### src/rtl/clock_time_counter_pkg.sv
// -----------------------------------------------------------------------------
// clock_time_counter_pkg
// Shared constants, alarm FSM state type and BCD helper functions for the
// time-of-day counter.
//   BCD_DIGIT_W        width of one BCD digit
//   SEC_MAX / MIN_MAX  last legal seconds / minutes value (59)
//   HOUR_24_MAX        last hour in 24-hour mode (23)
//   HOUR_12_MAX        last hour in 12-hour mode (12)
//   HOUR_12_MIN        first hour in 12-hour mode (01)
//   ALARM_CNT_W        width of the alarm ring-duration tick counter
// -----------------------------------------------------------------------------
package clock_time_counter_pkg;

   localparam int         BCD_DIGIT_W = 4;
   localparam logic [7:0] SEC_MAX     = 8'h59;
   localparam logic [7:0] MIN_MAX     = 8'h59;
   localparam logic [7:0] HOUR_24_MAX = 8'h23;
   localparam logic [7:0] HOUR_12_MAX = 8'h12;
   localparam logic [7:0] HOUR_12_MIN = 8'h01;
   localparam logic [7:0] BCD_ZERO    = 8'h00;
   localparam int         ALARM_CNT_W = 16;

   typedef enum logic {
      ALARM_IDLE = 1'b0,
      ALARM_RING = 1'b1
   } alarm_state_e;

   // Two-digit BCD increment. Any digit at or above 9 is treated as 9, so an
   // illegal value can never propagate into a wider illegal value.
   function automatic logic [7:0] bcd_inc(input logic [7:0] v);
      logic [BCD_DIGIT_W-1:0] lo;
      logic [BCD_DIGIT_W-1:0] hi;
      lo = v[3:0];
      hi = v[7:4];
      if (lo >= 4'd9) begin
         lo = 4'd0;
         if (hi >= 4'd9) begin
            hi = 4'd0;
         end else begin
            hi = hi + 4'd1;
         end
      end else begin
         lo = lo + 4'd1;
      end
      return {hi, lo};
   endfunction

   // Modular BCD step: wrap to lo_val after reaching hi_val.
   function automatic logic [7:0] bcd_step(input logic [7:0] v,
                                           input logic [7:0] hi_val,
                                           input logic [7:0] lo_val);
      logic [7:0] r;
      if (v == hi_val) begin
         r = lo_val;
      end else begin
         r = bcd_inc(v);
      end
      return r;
   endfunction

   // Binary (0-99) to two-digit BCD, used for elaboration-time reset values.
   function automatic logic [7:0] bin_to_bcd(input int v);
      logic [7:0] r;
      r[7:4] = 4'((v / 32'sd10) % 32'sd10);
      r[3:0] = 4'(v % 32'sd10);
      return r;
   endfunction

endpackage

### src/rtl/clock_time_counter_bcd_mod_counter.sv
// -----------------------------------------------------------------------------
// bcd_mod_counter
// Two-digit BCD modular counter (min..max) with synchronous load.
//   clk        in   clock, rising edge
//   rst        in   synchronous reset, active-high, loads RST_VAL
//   en         in   count enable (one step per enabled cycle)
//   load       in   synchronous load of load_val, overrides en
//   load_val   in   8  value loaded when load=1
//   max        in   8  last value before wrap
//   min        in   8  value after wrap
//   q          out  8  registered count
//   carry_out  out  1  combinational: en & (q == max), i.e. wrap this edge
// -----------------------------------------------------------------------------
module bcd_mod_counter
   import clock_time_counter_pkg::*;
#(
   parameter logic [7:0] RST_VAL = 8'h00
) (
   input  logic       clk,
   input  logic       rst,
   input  logic       en,
   input  logic       load,
   input  logic [7:0] load_val,
   input  logic [7:0] max,
   input  logic [7:0] min,
   output logic [7:0] q,
   output logic       carry_out
);

   logic [7:0] q_r;

   // Count register: reset, then load, then enabled modular step.
   always_ff @(posedge clk) begin
      if (rst) begin
         q_r <= RST_VAL;
      end else if (load) begin
         q_r <= load_val;
      end else if (en) begin
         q_r <= bcd_step(q_r, max, min);
      end else begin
         q_r <= q_r;
      end
   end

   assign q         = q_r;
   // Carry is asserted in the same cycle as the wrapping enable so the next
   // digit advances on the same edge as this one wraps.
   assign carry_out = en & (q_r == max);

endmodule

### src/rtl/clock_time_counter.sv
// -----------------------------------------------------------------------------
// clock_time_counter
// BCD HH:MM:SS time-of-day counter driven by a 1 Hz enable in the 50 MHz
// domain, with manual hour/minute set and an optional alarm.
// Optional feature macro: CLOCK_ALARM_EN (alarm comparator and ring FSM).
// Parameters:
//   HOURS_MAX   24 (00-23) or 12 (01-12)
//   INIT_HOUR   reset hour, binary (use 12 with HOURS_MAX=12)
//   INIT_MIN    reset minute, binary 0-59
//   ALARM_SECS  ticks alarm_ring stays high without ack
// Ports:
//   clk_in_50M  in   50 MHz clock
//   rst_in      in   synchronous reset, active-high
//   sec_tick    in   1-cycle 1 Hz enable
//   set_mode    in   1 = time frozen, seconds held at 00, inc inputs active
//   inc_hour    in   hour+1 pulse (set mode)
//   inc_min     in   minute+1 pulse (set mode)
//   alarm_hour  in   8  BCD alarm hour
//   alarm_min   in   8  BCD alarm minute
//   alarm_ack   in   clears alarm_ring
//   hour_bcd    out  8  BCD hour
//   min_bcd     out  8  BCD minute
//   sec_bcd     out  8  BCD second
//   min_carry   out  pulse when seconds wrap 59->00
//   hour_carry  out  pulse when MM:SS wraps 59:59->00:00
//   alarm_ring  out  alarm active (always 0 without CLOCK_ALARM_EN)
// -----------------------------------------------------------------------------
module clock_time_counter
   import clock_time_counter_pkg::*;
#(
   parameter int HOURS_MAX  = 24,
   parameter int INIT_HOUR  = 0,
   parameter int INIT_MIN   = 0,
   parameter int ALARM_SECS = 60
) (
   input  logic       clk_in_50M,
   input  logic       rst_in,
   input  logic       sec_tick,
   input  logic       set_mode,
   input  logic       inc_hour,
   input  logic       inc_min,
   input  logic [7:0] alarm_hour,
   input  logic [7:0] alarm_min,
   input  logic       alarm_ack,
   output logic [7:0] hour_bcd,
   output logic [7:0] min_bcd,
   output logic [7:0] sec_bcd,
   output logic       min_carry,
   output logic       hour_carry,
   output logic       alarm_ring
);

   localparam logic [7:0] HOUR_HI_C   = (HOURS_MAX == 12) ? HOUR_12_MAX : HOUR_24_MAX;
   localparam logic [7:0] HOUR_LO_C   = (HOURS_MAX == 12) ? HOUR_12_MIN : BCD_ZERO;
   localparam logic [7:0] INIT_HOUR_C = bin_to_bcd(INIT_HOUR);
   localparam logic [7:0] INIT_MIN_C  = bin_to_bcd(INIT_MIN);

   logic       run_s;
   logic       sec_en_s;
   logic       min_en_s;
   logic       hour_en_s;
   logic       sec_co_s;
   logic       min_co_s;
   logic       hour_co_unused_s;
   logic [7:0] sec_q_s;
   logic [7:0] min_q_s;
   logic [7:0] hour_q_s;
   logic       min_carry_r;
   logic       hour_carry_r;

   assign run_s    = ~set_mode;
   assign sec_en_s = sec_tick & run_s;
   // In set mode the minute and hour digits take the manual pulses and the
   // seconds-to-minutes chain is cut, so a minute wrap never reaches hours.
   assign min_en_s  = set_mode ? inc_min  : sec_co_s;
   assign hour_en_s = set_mode ? inc_hour : min_co_s;

   bcd_mod_counter #(.RST_VAL(BCD_ZERO)) u_sec (
      .clk       (clk_in_50M),
      .rst       (rst_in),
      .en        (sec_en_s),
      .load      (set_mode),
      .load_val  (BCD_ZERO),
      .max       (SEC_MAX),
      .min       (BCD_ZERO),
      .q         (sec_q_s),
      .carry_out (sec_co_s)
   );

   bcd_mod_counter #(.RST_VAL(INIT_MIN_C)) u_min (
      .clk       (clk_in_50M),
      .rst       (rst_in),
      .en        (min_en_s),
      .load      (1'b0),
      .load_val  (BCD_ZERO),
      .max       (MIN_MAX),
      .min       (BCD_ZERO),
      .q         (min_q_s),
      .carry_out (min_co_s)
   );

   bcd_mod_counter #(.RST_VAL(INIT_HOUR_C)) u_hour (
      .clk       (clk_in_50M),
      .rst       (rst_in),
      .en        (hour_en_s),
      .load      (1'b0),
      .load_val  (BCD_ZERO),
      .max       (HOUR_HI_C),
      .min       (HOUR_LO_C),
      .q         (hour_q_s),
      .carry_out (hour_co_unused_s)
   );

   // Carry pulse registers: one cycle, on the same edge as the wrap, run mode only.
   always_ff @(posedge clk_in_50M) begin
      if (rst_in) begin
         min_carry_r  <= 1'b0;
         hour_carry_r <= 1'b0;
      end else begin
         min_carry_r  <= sec_co_s;
         hour_carry_r <= run_s & min_co_s;
      end
   end

   assign hour_bcd   = hour_q_s;
   assign min_bcd    = min_q_s;
   assign sec_bcd    = sec_q_s;
   assign min_carry  = min_carry_r;
   assign hour_carry = hour_carry_r;

`ifdef CLOCK_ALARM_EN
   localparam logic [ALARM_CNT_W-1:0] ALARM_LAST_C = ALARM_CNT_W'(ALARM_SECS - 1);

   alarm_state_e           state_r;
   alarm_state_e           state_nx_s;
   logic [ALARM_CNT_W-1:0] cnt_r;
   logic [ALARM_CNT_W-1:0] cnt_nx_s;
   logic [7:0]             min_next_s;
   logic [7:0]             hour_next_s;
   logic                   match_s;

   // The alarm fires on the edge that produces HH:MM:00, so compare against
   // the values the counters will hold after this tick, not the current ones.
   assign min_next_s  = bcd_step(min_q_s, MIN_MAX, BCD_ZERO);
   assign hour_next_s = min_co_s ? bcd_step(hour_q_s, HOUR_HI_C, HOUR_LO_C) : hour_q_s;
   assign match_s     = sec_co_s & (hour_next_s == alarm_hour) & (min_next_s == alarm_min);

   // Alarm state and ring-duration counter registers.
   always_ff @(posedge clk_in_50M) begin
      if (rst_in) begin
         state_r <= ALARM_IDLE;
         cnt_r   <= '0;
      end else begin
         state_r <= state_nx_s;
         cnt_r   <= cnt_nx_s;
      end
   end

   // Alarm next-state: ack beats a simultaneous match; ringing ends on ack,
   // set mode, or after ALARM_SECS run-mode ticks.
   always_comb begin
      state_nx_s = state_r;
      cnt_nx_s   = cnt_r;
      case (state_r)
         ALARM_IDLE: begin
            cnt_nx_s = '0;
            if (match_s && !alarm_ack) begin
               state_nx_s = ALARM_RING;
            end else begin
               state_nx_s = ALARM_IDLE;
            end
         end
         ALARM_RING: begin
            if (alarm_ack || set_mode) begin
               state_nx_s = ALARM_IDLE;
               cnt_nx_s   = '0;
            end else if (sec_tick) begin
               if (cnt_r >= ALARM_LAST_C) begin
                  state_nx_s = ALARM_IDLE;
                  cnt_nx_s   = '0;
               end else begin
                  state_nx_s = ALARM_RING;
                  cnt_nx_s   = cnt_r + 1'b1;
               end
            end else begin
               state_nx_s = ALARM_RING;
               cnt_nx_s   = cnt_r;
            end
         end
         default: begin
            state_nx_s = ALARM_IDLE;
            cnt_nx_s   = '0;
         end
      endcase
   end

   assign alarm_ring = (state_r == ALARM_RING);
`else
   logic alarm_inputs_unused_s;

   assign alarm_inputs_unused_s = ^{alarm_hour, alarm_min, alarm_ack};
   assign alarm_ring            = 1'b0;
`endif

endmodule

### config.mk
export PLATFORM = sky130hd
export DESIGN_NAME = clock_time_counter
export DESIGN_NICKNAME = d
export VERILOG_FILES = /design/src/rtl/clock_time_counter_pkg.sv /design/src/rtl/clock_time_counter_bcd_mod_counter.sv /design/src/rtl/clock_time_counter.sv
export SDC_FILE = /design/constraint.sdc
export NUM_CORES = 1
export LEC_CHECK = 0
export CORE_MARGIN = 5
export CORE_UTILIZATION = 46
export CTS_CLUSTER_SIZE = 10
export DETAILED_ROUTE_END_ITERATION = 8
export GPL_TIMING_DRIVEN = 0
export HOLD_SLACK_MARGIN = 0.03
export PLACE_DENSITY = 0.79
export SLEW_MARGIN = 20
export SYNTH_ARGS = -nofsm -noshare
export SYNTH_HDL_FRONTEND = slang
export SYNTH_SLANG_ARGS = --single-unit
### constraint.sdc
create_clock -name clk_in_50M -period 2.5 [get_ports clk_in_50M]
set_input_delay 0.625 -clock clk_in_50M [delete_from_list [all_inputs] [get_ports clk_in_50M]]
set_output_delay 0.625 -clock clk_in_50M [all_outputs]
set_load 0.005 [all_outputs]
==> flow_summary.json, run 1 <==
{
  "numCtsBuffers": 3,
  "synth_edf_count": 0,
  "wl_per_cell_microns": 13.05,
  "yosysSeqAreaShare": 0.3265,
  "async_flop_share": 0,
  "gp_congestion": 0.7661,
  "syn_inst": 174,
  "max-clock-path-buffers": 2,
  "mostFrequentLayoutCell": "clkdlybuf4s50_1",
  "ir_drop_mv": 0.3450,
  "drtIter0Drc": 98,
  "htreeDepth": 1,
  "diodes": 0,
  "fin_crit_sh": 0.8498,
  "relSlewSlack": 0.4159,
  "tns_ns": 0,
  "yosys.cell_types.count": 53,
  "status": "completed",
  "areaGrowthSynthToFinish_pct": 24.49,
  "grt_pass1_wl_microns": 5644,
  "post_cts_buffers": 0,
  "power_density_mw_per_mm2": 337.5,
  "clk_latency_ns": 0.31,
  "start_util": 0.4777,
  "hpwl_microns": 2538,
  "hp-class": "flip-flop to flip-flop",
  "crit_required_ns": 2.72,
  "syn-num-nets": 216,
  "grt_max_degree": 14,
  "die_h_microns": 68.87,
  "syn_avg_cell_area_sq_um": 9.161,
  "synth_top_flop_cell": "dfxtp_1",
  "rsz0062_at_grt": "no",
  "placedCellCount": 251,
  "drive_above_1_share": 0.07212,
  "core_region_area_sq_mm": 0.003337,
  "synth_area_sq_mm": 0.001594,
  "antenna_found_initial": 0,
  "io_pins": 50,
  "fin_cells": 254,
  "drv_slew": 0,
  "max_cap_violations": 0,
  "cts-root-buf": "clkbuf_4",
  "p_leak_uw": 0.0007970,
  "clock-sinks": 26,
  "drt-pass1-iter-count": 4,
  "final_cell_mix": "31 x clkdlybuf4s50_1, 26 x dfxtp_1, 19 x ha_1, 17 x inv_1, 10 x nand3_1",
  "fp-row-count": 21,
  "die_w_microns": 68.87,
  "post_cts_resize_count": 0,
  "clk_pin_slew_worst_paths_ns": 0.13,
  "final_nets": 252,
  "cts_tree": "done",
  "hold_violations": 0,
  "finalClockSkew_ns": 0.001642,
  "drc_errors": 0,
  "via_per_inst": 5.461,
  "track_usage": 0.1546,
  "cts_hold_buf": 0,
  "overflow": 0,
  "critPathLaunchType": "input pin",
  "wl_microns": 3314,
  "io_buffers": 31,
  "crit_type": "input pin to flip-flop",
  "total_power_uw": 669.7,
  "fp.dieArea_sq_mm": 0.004742,
  "fmax_mhz": 470.7,
  "endpoint_kind": "flip-flop",
  "n_fill_cell": 317,
  "synth_warnings": 0,
  "setup_viol": 0,
  "cp.arrival_ns": 2.35,
  "vias": 1387,
  "grt_pass1_vias": 1274,
  "detail-route-antenna-nets": 0,
  "ys_ff_latch": 26,
  "crit_fanout": 10,
  "period_needed_ns": 2.125,
  "tightest_slew_ns": 0.8687,
  "whs_ns": 0.5330
}
worst paths after layout:
kind	cells past startpoint	from	end	slack (ns)
max reg2reg	5	u_min.q[1]	u_min.q[2]	0.59
min reg2reg	2	u_hour.q[1]	u_hour.q[1]	0.53
min	2	u_hour.q[1]	u_hour.q[1]	0.53
max	6	set_mode	u_min.q[7]	0.38
registers in the layout (all words and copies together) (netlist names):
register and count:
hour_carry 1, u_sec.q 8, u_hour.q 8, min_carry 1, u_min.q 8
cell families after synthesis:
group / Yosys count / synth area share
DFF: 26 / 0.3265
xor gates and xnor gates: 3 / 0.01649
adders and majority gates: 19 / 0.1491
other: 1 / 0.002353
and+or+nand+nor: 59 / 0.2308
muxes: 3 / 0.01884
buffers and inverters: 21 / 0.05259
AOI/OAI and AO/OA: 42 / 0.2033
layout make-up:
type                       count  area (sq um)  share of cell area
clock buffer                   3         22.52             0.01135
sequential                    26         520.5              0.2623
tap                           46         57.56             0.02900
multi-input combinational    127         989.7              0.4987
inverter                      17         63.81             0.03216
timing repair buffer          31         310.3              0.1564
buffer                         4         20.02             0.01009
worst max-delay path, stage by stage:
cell and delay, ns:
clkdlybuf4s50_1 0.58, and4bb_2 0.30, a22oi_2 0.25, buf_2 0.27, nor3_1 0.08, o211a_1 0.24
synthesized netlist by cell type (all sizes together) (3+ instances only):
| cell type | n | area (sq um) |
|---|---|---|
| nand3 | 10 | 50.05 |
| nand2 | 7 | 26.28 |
| dfxtp | 26 | 520.5 |
| or3 | 3 | 18.77 |
| nor3b | 4 | 30.03 |
| a22oi | 4 | 48.79 |
| a21oi | 9 | 45.04 |
| o211ai | 5 | 37.54 |
| o21ai | 6 | 33.78 |
| or3b | 3 | 28.78 |
| nor2b | 4 | 25.02 |
| nor2 | 9 | 33.78 |
| inv | 17 | 63.81 |
| ha | 19 | 237.7 |
| mux2i | 3 | 30.03 |
layer usage:
layer | vias up | wire, microns | global-route usage
met1 | 654 | 1614 | 0.2014
li1 | 707 | - | -
met2 | 24 | 1553 | 0.2536
met4 | 0 | 21 | 0.03893
met5 | - | 0 | 0
met3 | 2 | 124 | 0.04052
metrics by stage:
stage / util / area [sq um] / setup slack [ns]
2_1_floorplan: - / 1594 / 0.7191
3_3_place_gp: 0.5879 / 1962 / 0.01233
3_5_place_dp: 0.5879 / 1962 / 0.02613
4_1_cts: 0.5947 / 1984 / 0.3797
5_1_grt: 0.5947 / 1984 / 0.2994
6_report: 0.5947 / 1984 / 0.3754
where the power goes:
group,internal [uW],leakage (uW),switching (uW)
Clock,56.4,0.0000138,116
Sequential,419,0.000210,7.21
Combinational,34.8,0.000573,35.7
Total,511,0.000797,159
(Power assumes the default switching activity.)
==> run 2, diff against run 1 <==
==> constraint.sdc (replaced) <==
create_clock -name clk_in_50M -period 2.15 [get_ports clk_in_50M]
set_input_delay 0.5375 -clock clk_in_50M [delete_from_list [all_inputs] [get_ports clk_in_50M]]
set_output_delay 0.5375 -clock clk_in_50M [all_outputs]
set_load 0.005 [all_outputs]
==> results of run 2 <==
Same layout as run 1 (identical final DEF). Status: completed.
Main changes from that run: setup slack after placement 0.02613 ns -> -0.2364 ns; setup slack after layout 0.3754 ns -> 0.1129 ns; register-to-register setup slack 0.59 ns -> 0.24 ns; total power 669.7 uW -> 778.8 uW; worst IR drop on VDD 0.3450 mV -> 0.4011 mV
==> run 3, diff against run 2 <==
--- a/config.mk
+++ b/config.mk
@@ -6,12 +6,12 @@
 export NUM_CORES = 1
 export LEC_CHECK = 0
 export CORE_MARGIN = 5
-export CORE_UTILIZATION = 46
+export CORE_UTILIZATION = 50
 export CTS_CLUSTER_SIZE = 10
 export DETAILED_ROUTE_END_ITERATION = 8
 export GPL_TIMING_DRIVEN = 0
 export HOLD_SLACK_MARGIN = 0.03
-export PLACE_DENSITY = 0.79
+export PLACE_DENSITY = 0.85
 export SLEW_MARGIN = 20
 export SYNTH_ARGS = -nofsm -noshare
 export SYNTH_HDL_FRONTEND = slang
==> constraint.sdc (replaced) <==
create_clock -name clk_in_50M -period 2.47 [get_ports clk_in_50M]
set_input_delay 0.6175 -clock clk_in_50M [delete_from_list [all_inputs] [get_ports clk_in_50M]]
set_output_delay 0.6175 -clock clk_in_50M [all_outputs]
set_load 0.005 [all_outputs]
==> flow_summary.json, run 3 (synthesis gave the netlist of run 1 again) <==
{
  "fmax_mhz": 472.6,
  "final_area_sq_mm": 0.001982,
  "diodes": 0,
  "start_util": 0.5221,
  "overflow": 0,
  "n_fill_cell": 276,
  "cts_hold_buf": 0,
  "drtIter0Drc": 79,
  "grt_pass1_vias": 1299,
  "status": "completed",
  "io_buffers": 31,
  "crit_type": "input pin to flip-flop",
  "max_cap_violations": 0,
  "clk_latency_ns": 0.33,
  "rsz0062_at_grt": "no",
  "fp-row-count": 20,
  "p_leak_uw": 0.0007970,
  "dp_slack_ns": -0.005434,
  "post_cts_resize_count": 0,
  "post_cts_buffers": 0,
  "power_density_mw_per_mm2": 348.3,
  "tightest_slew_ns": 0.8642,
  "vias": 1429,
  "io_pins": 50,
  "via_per_inst": 5.671,
  "clk_pin_slew_worst_paths_ns": 0.14,
  "critPathLaunchType": "input pin",
  "endpoint_kind": "flip-flop",
  "htreeDepth": 1,
  "fp.dieArea_sq_mm": 0.004417,
  "crit_required_ns": 2.71,
  "cts-root-buf": "clkbuf_4",
  "tns_ns": 0,
  "ir_drop_mv": 0.3143,
  "regArea_sq_um": 520.5,
  "clock-sinks": 26,
  "drc_errors": 0,
  "drv_slew": 0,
  "core_region_area_sq_mm": 0.003053,
  "relSlewSlack": 0.4190,
  "gp_congestion": 0.8728,
  "hp-class": "flip-flop to flip-flop",
  "period_needed_ns": 2.116,
  "antenna_found_initial": 0,
  "hpwl_microns": 2733,
  "final_cell_mix": "31 x clkdlybuf4s50_1, 26 x dfxtp_1, 19 x ha_1, 17 x inv_1, 10 x nand3_1",
  "drive_above_1_share": 0.07212,
  "multi_input_area_sq_um": 989.7,
  "detail-route-antenna-nets": 0,
  "cts_tree": "done",
  "fin_crit_sh": 0.8566,
  "crit_fanout": 10,
  "mostFrequentLayoutCell": "clkdlybuf4s50_1",
  "grt_pass1_wl_microns": 5775,
  "die_h_microns": 66.46,
  "numCtsBuffers": 3,
  "wl_microns": 3453,
  "grt_max_degree": 14,
  "wl_per_cell_microns": 13.70,
  "drt-pass1-iter-count": 4,
  "final_nets": 252,
  "finalClockSkew_ns": 0.002775,
  "cp.arrival_ns": 2.36,
  "areaGrowthSynthToFinish_pct": 24.33,
  "final_util": 0.6492,
  "setup_viol": 0,
  "max-clock-path-buffers": 2,
  "track_usage": 0.1687,
  "hold_violations": 0,
  "setup_ws_ns": 0.3542,
  "placed_area_sq_mm": 0.001959,
  "die_w_microns": 66.46
}
[run 3: cell counts in the layout (fill, tap and decap cells not counted)]
No cell type changed its count.
[run 3: layer usage]
layer  part of all wire  vias up  GRT usage
met3              0.034        4    0.01855
met2               0.50       40     0.2887
li1                   -      702          -
met5                  0        -          0
met4              0.019        0    0.08376
met1               0.45      683     0.2076
[run 3: cell type report]
type                    instances  share of cell area
plain buffers                   4             0.01010
clock buffers                   3             0.01136
inverters                      17             0.03220
multi-input cells             127              0.4994
flip-flops and latches         26              0.2626
well taps                      44             0.02778
repair buffers                 31              0.1566
[run 3: path summary, 6_finish.rpt]
path	start	end	slack, ns	cells after the start
worst max-delay path	set_mode	u_min.q[7]	0.35	6
worst min-delay path	u_hour.q[1]	u_hour.q[1]	0.54	2
worst max register to register	u_min.q[5]	u_min.q[4]	0.51	6
worst min register to register	u_hour.q[1]	u_hour.q[1]	0.54	2
[run 3: critical path, cell delays in order]
cell             delay, ns
clkdlybuf4s50_1       0.57
and4bb_2              0.30
a22oi_2               0.27
buf_2                 0.28
nor3_1                0.08
o211a_1               0.24
[run 3: per-stage QoR]
step / hold WS (ns) / power (uW) / cells
6_report: 0.5402 / 690.4 / 252
5_1_grt: 0.5687 / 731.1 / 252
4_1_cts: 0.5347 / 699.5 / 252
3_5_place_dp: 0.5157 / 512.7 / 249
3_3_place_gp: 0.5039 / 509.7 / 249
2_1_floorplan: 0.4953 / 481.4 / 174
[run 3: power breakdown]
part,internal (uW),total [uW],switching (uW)
clock network,57.4,187,130
registers,425,432,6.99
logic,35.3,71.4,36.1
